<file path="src/rtl/sseg_pkg.sv">
// Shared seven-segment constants and the hex glyph decoder.
package sseg_pkg;

   // Active-high {g,f,e,d,c,b,a} glyphs for hex digits 0..F
   localparam logic [0:15][6:0] SEG_LUT = {
      7'h3F, 7'h06, 7'h5B, 7'h4F, 7'h66, 7'h6D, 7'h7D, 7'h07,
      7'h7F, 7'h6F, 7'h77, 7'h7C, 7'h39, 7'h5E, 7'h79, 7'h71
   };

   // Active-low pin pattern with every segment dark
   localparam logic [6:0] SEG_BLANK = 7'h7F;

   function automatic logic [6:0] seg_decode(input logic [3:0] nib);
      return SEG_LUT[nib];
   endfunction

endpackage

</file>
<file path="src/rtl/sseg_prescaler.sv">
// Free-running slot prescaler: counts 0..DIV-1 and flags the last clock of each slot.
module sseg_prescaler #(
   parameter int DIV = 4,
   parameter int CW  = (DIV > 1) ? $clog2(DIV) : 1
) (
   input  logic          clk,
   input  logic          rst,
   output logic [CW-1:0] count,
   output logic          slot_end
);

   assign slot_end = (count == CW'(DIV - 1));

   // Wrap to zero at the end of each slot
   always_ff @(posedge clk or posedge rst) begin
      if (rst)           count <= '0;
      else if (slot_end) count <= '0;
      else               count <= count + CW'(1);
   end

endmodule

</file>
<file path="src/rtl/sseg_scan_n.sv">
// N-digit multiplexed common-anode seven-segment driver with hex decode,
// per-digit enable/dp, leading-zero blanking and frame-synchronous double buffering.
module sseg_scan_n
   import sseg_pkg::*;
#(
   parameter int NUM_DIGITS   = 4,
   parameter int CLK_HZ       = 100_000_000,
   parameter int DIGIT_HZ     = 1000,
   parameter int BLANK_CYCLES = 2
) (
   input  logic                    clk,
   input  logic                    rst,
   input  logic [4*NUM_DIGITS-1:0] value,
   input  logic [NUM_DIGITS-1:0]   dp_in,
   input  logic [NUM_DIGITS-1:0]   digit_en,
   input  logic                    lz_blank,
   input  logic                    load,
   output logic [NUM_DIGITS-1:0]   an,
   output logic [6:0]              seg,
   output logic                    dp,
   output logic                    frame_tick
);

   localparam int DIV = CLK_HZ / DIGIT_HZ;
   localparam int CW  = (DIV > 1) ? $clog2(DIV) : 1;
   localparam int IW  = (NUM_DIGITS > 1) ? $clog2(NUM_DIGITS) : 1;

   if (DIV < 2) begin : g_bad_div
      $error("sseg_scan_n: CLK_HZ/DIGIT_HZ must be at least 2");
   end
   if (BLANK_CYCLES >= DIV) begin : g_bad_blank
      $error("sseg_scan_n: BLANK_CYCLES must be less than CLK_HZ/DIGIT_HZ");
   end
   if (NUM_DIGITS < 1 || NUM_DIGITS > 8) begin : g_bad_n
      $error("sseg_scan_n: NUM_DIGITS must be 1..8");
   end

   logic [CW-1:0]           pcnt;
   logic                    slot_end;
   logic [IW-1:0]           idx;
   logic                    wrap;
   logic [4*NUM_DIGITS-1:0] stg_val, act_val;
   logic [NUM_DIGITS-1:0]   stg_dp, act_dp, stg_en, act_en;
   logic                    pending;
   logic [NUM_DIGITS-1:0]   lz_mask, blank;
   logic [3:0]              cur_nib;
   logic                    cur_dp, cur_blank;
   logic [NUM_DIGITS-1:0]   an_nxt;

   sseg_prescaler #(.DIV(DIV), .CW(CW)) u_pre (
      .clk      (clk),
      .rst      (rst),
      .count    (pcnt),
      .slot_end (slot_end)
   );

   assign wrap = slot_end && (idx == IW'(NUM_DIGITS - 1));

   // Digit index advances once per slot; frame_tick marks the cycle index returns to 0
   always_ff @(posedge clk or posedge rst) begin
      if (rst) begin
         idx        <= '0;
         frame_tick <= 1'b0;
      end else begin
         frame_tick <= wrap;
         if (slot_end) idx <= wrap ? '0 : idx + IW'(1);
      end
   end

   // Staging captures on load; active only swaps at a frame boundary so a frame never tears
   always_ff @(posedge clk or posedge rst) begin
      if (rst) begin
         stg_val <= '0; stg_dp <= '0; stg_en <= '0;
         act_val <= '0; act_dp <= '0; act_en <= '0;
         pending <= 1'b0;
      end else begin
         if (wrap && pending) begin
            act_val <= stg_val;
            act_dp  <= stg_dp;
            act_en  <= stg_en;
         end
         if (load) begin
            stg_val <= value;
            stg_dp  <= dp_in;
            stg_en  <= digit_en;
         end
         if (load)      pending <= 1'b1;
         else if (wrap) pending <= 1'b0;
      end
   end

   // Digit k is a leading zero when it and every digit above it hold 0; digit 0 always shows
   for (genvar k = 0; k < NUM_DIGITS; k++) begin : g_lz
      if (k == 0) begin : g_lsd
         assign lz_mask[k] = 1'b0;
      end else begin : g_upper
         assign lz_mask[k] = lz_blank && (act_val[4*NUM_DIGITS-1:4*k] == '0);
      end
   end

   assign blank = ~act_en | lz_mask;

   // Select the current digit's data and anode pattern
   always_comb begin
      cur_nib   = '0;
      cur_dp    = 1'b0;
      cur_blank = 1'b1;
      an_nxt    = '1;
      for (int i = 0; i < NUM_DIGITS; i++) begin
         if (idx == IW'(i)) begin
            cur_nib   = act_val[4*i +: 4];
            cur_dp    = act_dp[i];
            cur_blank = blank[i];
            if (pcnt >= CW'(BLANK_CYCLES)) an_nxt[i] = 1'b0;
         end
      end
   end

   // Registered pin drivers; a blanked digit keeps its anode strobe but lights nothing
   always_ff @(posedge clk or posedge rst) begin
      if (rst) begin
         an  <= '1;
         seg <= SEG_BLANK;
         dp  <= 1'b1;
      end else begin
         an  <= an_nxt;
         seg <= cur_blank ? SEG_BLANK : ~seg_decode(cur_nib);
         dp  <= cur_blank ? 1'b1 : ~cur_dp;
      end
   end

endmodule

</file>
<file path="config.mk">
export PLATFORM = sky130hd
export DESIGN_NAME = sseg_scan_n
export DESIGN_NICKNAME = d
export VERILOG_FILES = /design/src/rtl/sseg_pkg.sv /design/src/rtl/sseg_prescaler.sv /design/src/rtl/sseg_scan_n.sv
export SDC_FILE = /design/constraint.sdc
export NUM_CORES = 1
export LEC_CHECK = 0
export ABC_AREA = 1
export BUFFER_PORTS_ARGS = -buffer_cell sky130_fd_sc_hd__buf_2
export CORE_MARGIN = 2
export CORE_UTILIZATION = 60
export CTS_CLUSTER_DIAMETER = 30
export DETAILED_ROUTE_END_ITERATION = 10
export PLACE_DENSITY_LB_ADDON = 0.12
export SLEW_MARGIN = 30
export SYNTH_ARGS = -nofsm -noshare
export SYNTH_HDL_FRONTEND = slang
export SYNTH_SLANG_ARGS = --single-unit
</file>
<file path="constraint.sdc">
create_clock -name clk -period 6.15 [get_ports clk]
set_input_delay 1.23 -clock clk [delete_from_list [all_inputs] [get_ports clk]]
set_output_delay 1.23 -clock clk [all_outputs]
set_load 0.02 [all_outputs]
</file>
==> results of run 1 <==
layout make-up:
class / count / area (um^2)
well taps: 77 / 96.3
multi-input cells: 324 / 1570
flip-flops and latches: 81 / 2040
repair buffers: 41 / 211
clock inverters: 5 / 77.6
fillers: 546 / 1950
inverters: 87 / 328
clock buffers: 11 / 141
cell families after synthesis:
family | Yosys count | synth area share
AND/OR/NAND/NOR | 252 | 0.263
AO/OA/AOI/OAI | 49 | 0.0668
adder cells (fa/ha/maj) | 12 | 0.0373
XOR/XNOR | 11 | 0.0239
flip-flops | 81 | 0.507
buffers and inverters | 102 | 0.102
cell usage after synthesis (2+ instances only):
cell	count
nand2_1	178
inv_1	85
dfrtp_1	69
nor2_1	28
nand3_1	20
o21ai_1	16
a21oi_1	13
dfstp_2	12
ha_1	12
o21ai_0	12
xor2_1	11
clkbuf_1	8
nor3_1	7
nand4_1	6
buf_2	4
nor4_1	4
o21ai_2	4
buf_6	3
inv_2	2
nand2_2	2
nand3b_1	2
nor2_4	2
o211ai_1	2
power breakdown:
group          leakage (nW)  internal, mW  switching [mW]
Combinational          1.49        0.0132          0.0245
Clock                 0.111         0.240           0.190
Sequential             1.03         0.547         0.00844
Total                  2.63         0.799           0.223
metal layers:
| metal | share of wire | vias to the layer above |
|---|---|---|
| met3 | 0.030 | 13 |
| met1 | 0.47 | 1426 |
| met5 | 0 | - |
| met4 | 0.018 | 0 |
| li1 | - | 1617 |
| met2 | 0.48 | 66 |
critical path: cells and delay by family (launching register included):
kind | cells | cell delay [ns]
AOI/OAI and AO/OA | 1 | 0.42
adders and majority gates | 1 | 0.20
buffers and inverters | 1 | 0.08
DFF | 1 | 0.40
and+or+nand+nor | 5 | 1.31
stage by stage:
stage	utilization	area, um^2	cells
after floorplan	-	4030	507
after global placement	0.661	4250	610
after detailed placement	0.661	4250	610
after CTS	0.695	4470	626
after global routing	0.696	4470	626
final	0.696	4470	626
flip-flops by register name (all words and copies together), names as in the netlist, 2 cells and up:
name,cells
an,4
stg_en,4
stg_dp,4
act_en,4
act_dp,4
u_pre.count,17
act_val,16
stg_val,16
seg,7
idx,2
worst max-delay path by stage:
stage,startpoint,end,slack [ns],depth (start not counted)
2_1_floorplan,rst,act_dp[0]$_DFFE_PP0P_,2.86,1
3_3_place_gp,u_pre.count[1]$_DFF_PP0_,act_en[1]$_DFFE_PP0P_,3.71,8
3_5_place_dp,u_pre.count[1]$_DFF_PP0_,act_dp[0]$_DFFE_PP0P_,3.62,8
4_1_cts,u_pre.count[1]$_DFF_PP0_,act_dp[0]$_DFFE_PP0P_,3.60,8
5_1_grt,u_pre.count[1]$_DFF_PP0_,act_en[0]$_DFFE_PP0P_,3.33,8
6_report,u_pre.count[1]$_DFF_PP0_,act_dp[0]$_DFFE_PP0P_,3.61,8
==> run summary, run 1 <==
Outcome: finished clean
Slowest cell on the critical path: nand3_2
CTS Buffer Depth: 2
Critical path arrival: 2.76 ns
Critical Path Max Stage Delay: 0.72 ns
CTS sink count: 81
Synth Register Bits: 81
Clk slew on worst S/H paths: 0.08 ns
Maxcap violations: 0
Critical path cell sequence: ha_1 > nand2_1 > nor2_4 > nand2_2 > nor2_4 > nand3_2 > o21ai_0 > inv_1
Postcts setup bufs: 0
Final hold slack: 0.471 ns
Worst VDD drop: 0.181 mV
Critical R2R Capture: act_dp[0]$_DFFE_PP0P_
ANT nets after route: 0
GR Util met1: 0.307
Nets@finish: 584
Setup CP Type: flip-flop to flip-flop
Drt pass-1 iters: 5
Top FF cell, synth: dfrtp_1
Dpl hpwl: 5.27 mm
First-pass GRT wire length: 13.2 mm
Commonest non-fill, non-tap cell in the layout: nand2_1
Register area share after synthesis: 0.507
Flop2flop setup slack: 3.61 ns
TritonCTS buffer count: 9
Synth warn: 0
CTS tree: done
Cells after synthesis: 507
Vias in the first global route: 2929
All-layer global routing usage: 0.227
IO buf count: 40
Sum Neg Setup Slack: 0 ns
1st-iter DRT viols: 154
Ranking of synthesized cells by area: dfrtp_1 (43%), nand2_1 (17%), inv_1 (7.9%), dfstp_2 (7.8%), ha_1 (3.7%)
Starting Density: 0.627
Yosys cell types: 28
Pin count of the biggest net entering global routing: 82
Power, Total: 1.02 mW
Max-slew violation count: 0
Synth async-reset ratio: 1.00
Post-synthesis cell area: 4030 um^2
Rel. slew slack: 0.404
Final hold violation count: 0
Io pins: 41
Gr ovfl total: 0
Final WL: 7.53 mm
Routed wire per std cell: 12.0 um
Ant diodes: 0
Die H: 85.9 um
Worst Hold Path EP: stg_en[2]$_DFFE_PP0P_
Net count after synthesis: 547
Met2 Use GR: 0.364
Number of synthesized flops with an enable pin: 0
Commonest cells after routing, fill and taps aside: nand2_1 (178), inv_1 (84), dfrtp_1 (69)
Worst hold path type: flip-flop to flip-flop
Tmin final: 2.54 ns
Reg2reg start: u_pre.count[1]$_DFF_PP0_
Setup Skew: 0.0109 ns
Worst-Margin Slew: 0.893 ns
Reg2Reg Depth: 8
Most common cell on crit path: nor2_4
Post-CTS sizing: 0
Critical Path Source Type: flip-flop
Ratio of cells with drive above 1 in the final layout: 0.148
CTS H-tree lvls: 3
Hold Path Cell Cnt: 2
Hold Crit Start: stg_en[2]$_DFFE_PP0P_
Rows: 29
LEAKAGE: 2.63 nW
# hold bufs at CTS: 0
Syn_area_per_cell: 7.94 um^2
Core Area: 6420 um^2
Tcrit/Tclk final: 0.413
Die area: 7380 um^2
Root buf cell: clkbuf_8
Cell area power density: 229 nW/um^2
Clock Latency Late Sink: 0.34 ns
Yosys top cell area share: 0.429
Worst EP required: 6.37 ns
Initial antenna violation count: 0
Via count: 3122
Crit Path Max Fanout: 48
DP Worst Slack: 3.62 ns
Vias/cell: 4.99
Residual DRC count: 0
Chip Width: 85.9 um
Worst setup EP type: flip-flop
Synth-to-layout area growth: 11.0%
Met3 Use GR: 0.0500
Cell taking the most area after synthesis: dfrtp_1
Gr busiest metal: met2
Maximum clock rate: 0.394 GHz
Final GP Congestion: 0.899
Final Worst Setup Slack: 3.61 ns
Final setup vio count: 0
RSZ-0062 raised after global routing: no
No activity file was read; power rests on OpenSTA's default activity.
==> run 2, diff against run 1 <==
--- a/config.mk
+++ b/config.mk
@@ -8,7 +8,7 @@
 export ABC_AREA = 1
 export BUFFER_PORTS_ARGS = -buffer_cell sky130_fd_sc_hd__buf_2
 export CORE_MARGIN = 2
-export CORE_UTILIZATION = 60
+export CORE_UTILIZATION = 59
 export CTS_CLUSTER_DIAMETER = 30
 export DETAILED_ROUTE_END_ITERATION = 10
 export PLACE_DENSITY_LB_ADDON = 0.12
==> constraint.sdc (replaced) <==
create_clock -name clk -period 2.7 [get_ports clk]
set_input_delay 0.54 -clock clk [delete_from_list [all_inputs] [get_ports clk]]
set_output_delay 0.54 -clock clk [all_outputs]
set_load 0.02 [all_outputs]
==> run summary, run 2 (same netlist as run 1, synthesis figures left out) <==
# hold bufs at CTS: 0
Io pins: 41
Maxcap violations: 0
Final setup vio count: 0
Setup Skew: 0.0125 ns
CTS Buffer Depth: 2
ANT nets after route: 0
Root buf cell: clkbuf_8
Vias in the first global route: 2923
Most common cell on crit path: inv_1
Maximum clock rate: 0.456 GHz
Critical Path Max Stage Delay: 0.49 ns
Critical path arrival: 2.47 ns
Vias/cell: 4.90
Outcome: finished clean
LEAKAGE: 2.63 nW
First-pass GRT wire length: 13.1 mm
Final hold violation count: 0
Drt pass-1 iters: 4
Rows: 30
Initial antenna violation count: 0
RSZ-0062 raised after global routing: no
Chip Width: 86.6 um
Commonest non-fill, non-tap cell in the layout: nand2_1
Post-CTS sizing: 0
Synth-to-layout area growth: 11.5%
Slowest cell on the critical path: ha_1
Starting Density: 0.602
Routed wire per std cell: 11.5 um
DP Worst Slack: 0.500 ns
Worst hold path type: input port to asynchronous set/reset pin
Sum Neg Setup Slack: 0 ns
All-layer global routing usage: 0.221
Final GP Congestion: 0.890
Critical path's top delay family: adder cells
Worst-Margin Slew: 0.611 ns
Final WL: 7.22 mm
Dpl hpwl: 5.08 mm
Critical path cell sequence: ha_1 > inv_1 > nor2_1 > inv_1 > nand2_1 > inv_1 > ha_1 > nand3b_1 > nand3_1 > nand2_1 > inv_1 > nand2_1
Core Area: 6680 um^2
Clock Latency Late Sink: 0.36 ns
Clk slew on worst S/H paths: 0.08 ns
Ant diodes: 0
Crit Path Max Fanout: 15
Residual DRC count: 0
IO buf count: 40
1st-iter DRT viols: 142
Gr ovfl total: 0
Max reg flops: 17
Tmin final: 2.20 ns
Power, Total: 2.32 mW
Die area: 7500 um^2
Top reg by flops: u_pre.count
Worst setup EP type: flip-flop
Max-slew violation count: 0
Largest registers: u_pre.count: 17 flops, act_val: 16 flops, stg_val: 16 flops
Non-Filler Instances: 629
Critical Path Source Type: flip-flop
Setup CP Type: flip-flop to flip-flop
Die H: 86.6 um
Worst EP required: 2.98 ns
Worst VDD drop: 0.327 mV
Nets@finish: 585
Postcts setup bufs: 0
CTS H-tree lvls: 3
Cell area power density: 517 nW/um^2
Tcrit/Tclk final: 0.813
Final hold slack: 0.260 ns
Rel. slew slack: 0.589
Pin count of the biggest net entering global routing: 82
Ratio of cells with drive above 1 in the final layout: 0.151
Via count: 3079
TritonCTS buffer count: 9
Crit path buffers/inverters: 4
CTS tree: done
Placed Cells incl. Taps: 614
Final Worst Setup Slack: 0.505 ns
Commonest cells after routing, fill and taps aside: nand2_1 (178), inv_1 (84), dfrtp_1 (69)
CTS sink count: 81
## run 2: cell types whose count changed in the layout (fill, tap and decap cells not counted), sizes merged
cell | previous run | this run
clkinvlp | 0 | 2
clkinv | 3 | 1
clkbuf | 11 | 10
buf | 41 | 42
## run 2: worst paths after layout
kind                                  startpoint                endpoint  slack (ns)  cells after the start
min in group clk                        dp_in[3]   stg_dp[3]$_DFFE_PP0P_        0.37                      3
min reg2reg                stg_en[2]$_DFFE_PP0P_   stg_en[2]$_DFFE_PP0P_        0.47                      2
max                           idx[0]$_DFFE_PP0N_        seg[3]$_DFF_PP1_        0.50                     12
max reg2reg                   idx[0]$_DFFE_PP0N_        seg[3]$_DFF_PP1_        0.50                     12
max in group asynchronous                    rst        seg[4]$_DFF_PP1_        2.08                      3
min                                          rst  stg_val[4]$_DFFE_PP0P_        0.26                      3
## run 2: where the power goes
part | internal [mW] | switching [mW]
clock | 0.539 | 0.429
combinational | 0.0317 | 0.0543
sequential | 1.25 | 0.0187
## run 2: tightest hold or removal path, delay by kind of cell
kind                   cells  cell delay (ns)
buffers and inverters      3             0.51
## run 2: routing by layer
| metal | wire, um | vias up | GRT usage |
|---|---|---|---|
| met2 | 3330 | 65 | 0.345 |
| met4 | 138 | 0 | 0.0866 |
| met3 | 296 | 13 | 0.0495 |
| met1 | 3460 | 1374 | 0.303 |
| li1 | - | 1627 | - |
| met5 | 0 | - | 0 |
## run 2: final cells by class
| cell class | count | area, um^2 |
|---|---|---|
| Fill cell | 570 | 2190 |
| Sequential cell | 81 | 2040 |
| Multi-Input combinational cell | 324 | 1570 |
| Inverter | 87 | 327 |
| Timing Repair Buffer | 42 | 228 |
| Clock buffer | 10 | 138 |
| Tap cell | 80 | 100 |
| Clock inverter | 5 | 80.1 |
## run 2: through the flow
step,util,area (um^2)
finish,0.672,4490
global route,0.672,4490
CTS,0.672,4490
detailed placement,0.639,4270
global placement,0.639,4270
floorplan,-,4030
==> run 3, diff against run 2 <==
--- a/config.mk
+++ b/config.mk
@@ -5,10 +5,10 @@
 export SDC_FILE = /design/constraint.sdc
 export NUM_CORES = 1
 export LEC_CHECK = 0
-export ABC_AREA = 1
+export ABC_AREA = 0
 export BUFFER_PORTS_ARGS = -buffer_cell sky130_fd_sc_hd__buf_2
 export CORE_MARGIN = 2
-export CORE_UTILIZATION = 59
+export CORE_UTILIZATION = 53
 export CTS_CLUSTER_DIAMETER = 30
 export DETAILED_ROUTE_END_ITERATION = 10
 export PLACE_DENSITY_LB_ADDON = 0.12
==> constraint.sdc (replaced) <==
create_clock -name clk -period 2 [get_ports clk]
set_input_delay 0.4 -clock clk [delete_from_list [all_inputs] [get_ports clk]]
set_output_delay 0.4 -clock clk [all_outputs]
set_load 0.02 [all_outputs]
==> run summary, run 3 <==
Outcome: finished with violations
Failing checks: negative setup slack
Drt pass-1 iters: 4
Critical Path Max Stage Delay: 0.47 ns
XOR/XNOR share of the synthesized area: 0.0323
Setup CP Type: flip-flop to flip-flop
Final WL: 7.50 mm
Final hold slack: 0.0960 ns
Synth warn: 0
Ratio of cells with drive above 1 in the final layout: 0.518
Power, Total: 3.09 mW
Clk slew on worst S/H paths: 0.09 ns
Worst setup EP type: flip-flop
CTS tree: done
RSZ-0062 raised after global routing: yes
Largest registers: u_pre.count: 17 flops, act_val: 16 flops, stg_val: 16 flops
Post-Synth Simple-Gate Area: 0.125
Top-count cell post-synth: dfrtp_1
First-pass GRT wire length: 11.8 mm
Syn_area_per_cell: 12.8 um^2
Register area share after synthesis: 0.538
Yosys cell types: 47
Rel. slew slack: 0.603
Die H: 88.6 um
Finished layout cell area: 4840 um^2
Worst VDD drop: 0.477 mV
Top reg by flops: u_pre.count
Number of synthesized flops with an enable pin: 0
Sum Neg Setup Slack: -0.249 ns
Final Worst Setup Slack: -0.121 ns
Routed wire per std cell: 15.7 um
Clock share of power: 0.403
Synth top cells by count: dfrtp_1 (69), mux2_2 (30), nand2_1 (23)
Vias/cell: 5.23
ANT nets after route: 0
Placed Cells incl. Taps: 450
FILL cells: 489
TritonCTS buffer count: 9
Via count: 2501
DP Worst Slack: -0.161 ns
Sw Share: 0.237
Critical path's top delay family: flip-flops
Net count after synthesis: 337
Yosys top cell area share: 0.455
Largest family of logic cells by synthesized area: multiplexers
Root buf cell: clkbuf_8
Cells after synthesis: 297
Vias in the first global route: 2503
Fin util: 0.705
Critical path cell sequence: inv_4 > ha_4 > or3b_4 > o221ai_4 > inv_4 > buf_4 > ha_4 > mux2i_1 > mux2_4 > nand2_1
Io pins: 41
Internal: 2.36 mW
Chip Width: 88.6 um
# hold bufs at CTS: 0
Dpl hpwl: 4.88 mm
Post-placement cell area: 4320 um^2
Synth Register Bits: 81
Setup Skew: 0.0130 ns
Reg power frac: 0.554
Tcrit/Tclk final: 1.06
Non-Filler Instances: 478
Rows: 30
Mux cell area share after synthesis: 0.173
Synth Area in Compound Gates: 0.0538
Ranking of synthesized cells by area: dfrtp_1 (46%), mux2_2 (8.9%), dfstp_2 (8.3%), mux2_4 (7.9%), ha_1 (4.0%)
Clock Latency Late Sink: 0.36 ns
Slowest cell on the critical path: dfrtp_2
CTS H-tree lvls: 3
Max-slew violation count: 0
Post-synthesis cell area: 3790 um^2
LEAKAGE: 2.20 nW
Net Sw Power: 731 uW
Critical path arrival: 2.41 ns
Commonest cells after routing, fill and taps aside: dfrtp_1 (67), buf_2 (41), buf_4 (29)
Die area: 7850 um^2
Worst EP required: 2.28 ns
Nets@finish: 417
All-layer global routing usage: 0.199
Final setup vio count: 4
Synth async-reset ratio: 1.00
IO buf count: 40
Comb pwr share: 0.043
Critical Path Source Type: flip-flop
Core Area: 6870 um^2
Post-Synth Adder-Cell Area: 0.0396
Maximum clock rate: 0.472 GHz
Initial antenna violation count: 0
Residual DRC count: 0
Worst-Margin Slew: 0.590 ns
Maxcap violations: 0
CTS Buffer Depth: 2
1st-iter DRT viols: 117
Commonest non-fill, non-tap cell in the layout: dfrtp_1
CTS sink count: 81
Cell area power density: 638 nW/um^2
Stages on the worst setup path: 10
Max reg flops: 17
Tmin final: 2.12 ns
Ant diodes: 0
Final GP Congestion: 0.810
Starting Density: 0.552
Top FF cell, synth: dfrtp_1
Cell taking the most area after synthesis: dfrtp_1
Gr ovfl total: 0
Pin count of the biggest net entering global routing: 55
Crit Path Max Fanout: 7
Synth-to-layout area growth: 27.6%
Reg2Reg Depth: 10
Crit path buffers/inverters: 3
Worst hold path type: input port to asynchronous set/reset pin
Final hold violation count: 0
==> run 3: per-layer routing <==
metal / track usage / vias to the layer above / part of all wire
met3: 0.0494 / 18 / 0.032
met2: 0.325 / 46 / 0.51
met1: 0.254 / 1229 / 0.43
li1: - / 1208 / -
met4: 0.0813 / 0 / 0.025
met5: 0 / - / 0
==> run 3: final timing paths <==
kind                                               start                  endpoint  slack, ns
worst max-delay path                  idx[0]$_DFFE_PP0N_          seg[3]$_DFF_PP1_      -0.12
worst min-delay path                                 rst   stg_val[15]$_DFFE_PP0P_        0.1
worst max register to register        idx[0]$_DFFE_PP0N_          seg[3]$_DFF_PP1_      -0.12
worst min register to register  u_pre.count[8]$_DFF_PP0_  u_pre.count[8]$_DFF_PP0_       0.50
max in group asynchronous                            rst              dp$_DFF_PP1_       1.56
min in group clk                                value[0]    stg_val[0]$_DFFE_PP0P_       0.26
==> run 3: cell families after synthesis <==
group / after synthesis
compound gates: 28
xor+xnor: 14
fa+ha+maj: 12
buf+inv: 24
flops: 81
mux: 52
simple gates: 86
==> run 3: tightest hold or removal path, cell delays in order <==
cell and delay (ns):
buf_2 0.11, clkinvlp_4 0.10, buf_12 0.19
==> run 3: timing repair <==
| action | in CTS | in global routing |
|---|---|---|
| endpoints found under the setup margin | 7 | 33 |
| resized for setup | 27 | 21 |
| gates cloned | 0 | 2 |
| setup buffers | 7 | 3 |
| pin swaps | 13 | 12 |
==> run 3: power by group through the flow <==
stage,clock network [mW],registers (mW),logic (mW)
2_1_floorplan,0,1.73,0.0857
3_3_place_gp,0,1.74,0.133
3_5_place_dp,0,1.74,0.137
4_1_cts,1.27,1.71,0.137
5_1_grt,1.36,1.72,0.149
6_report,1.25,1.71,0.133
==> run 3: cell type report <==
class / instances / area [um^2] / share of cell area
clock buffer: 9 / 124 / 0.0256
clock inverter: 7 / 83.8 / 0.0173
inverter: 11 / 55.1 / 0.0114
multi-input combinational: 192 / 1820 / 0.375
sequential: 81 / 2040 / 0.422
tap: 96 / 120 / 0.0248
timing repair buffer: 82 / 598 / 0.124
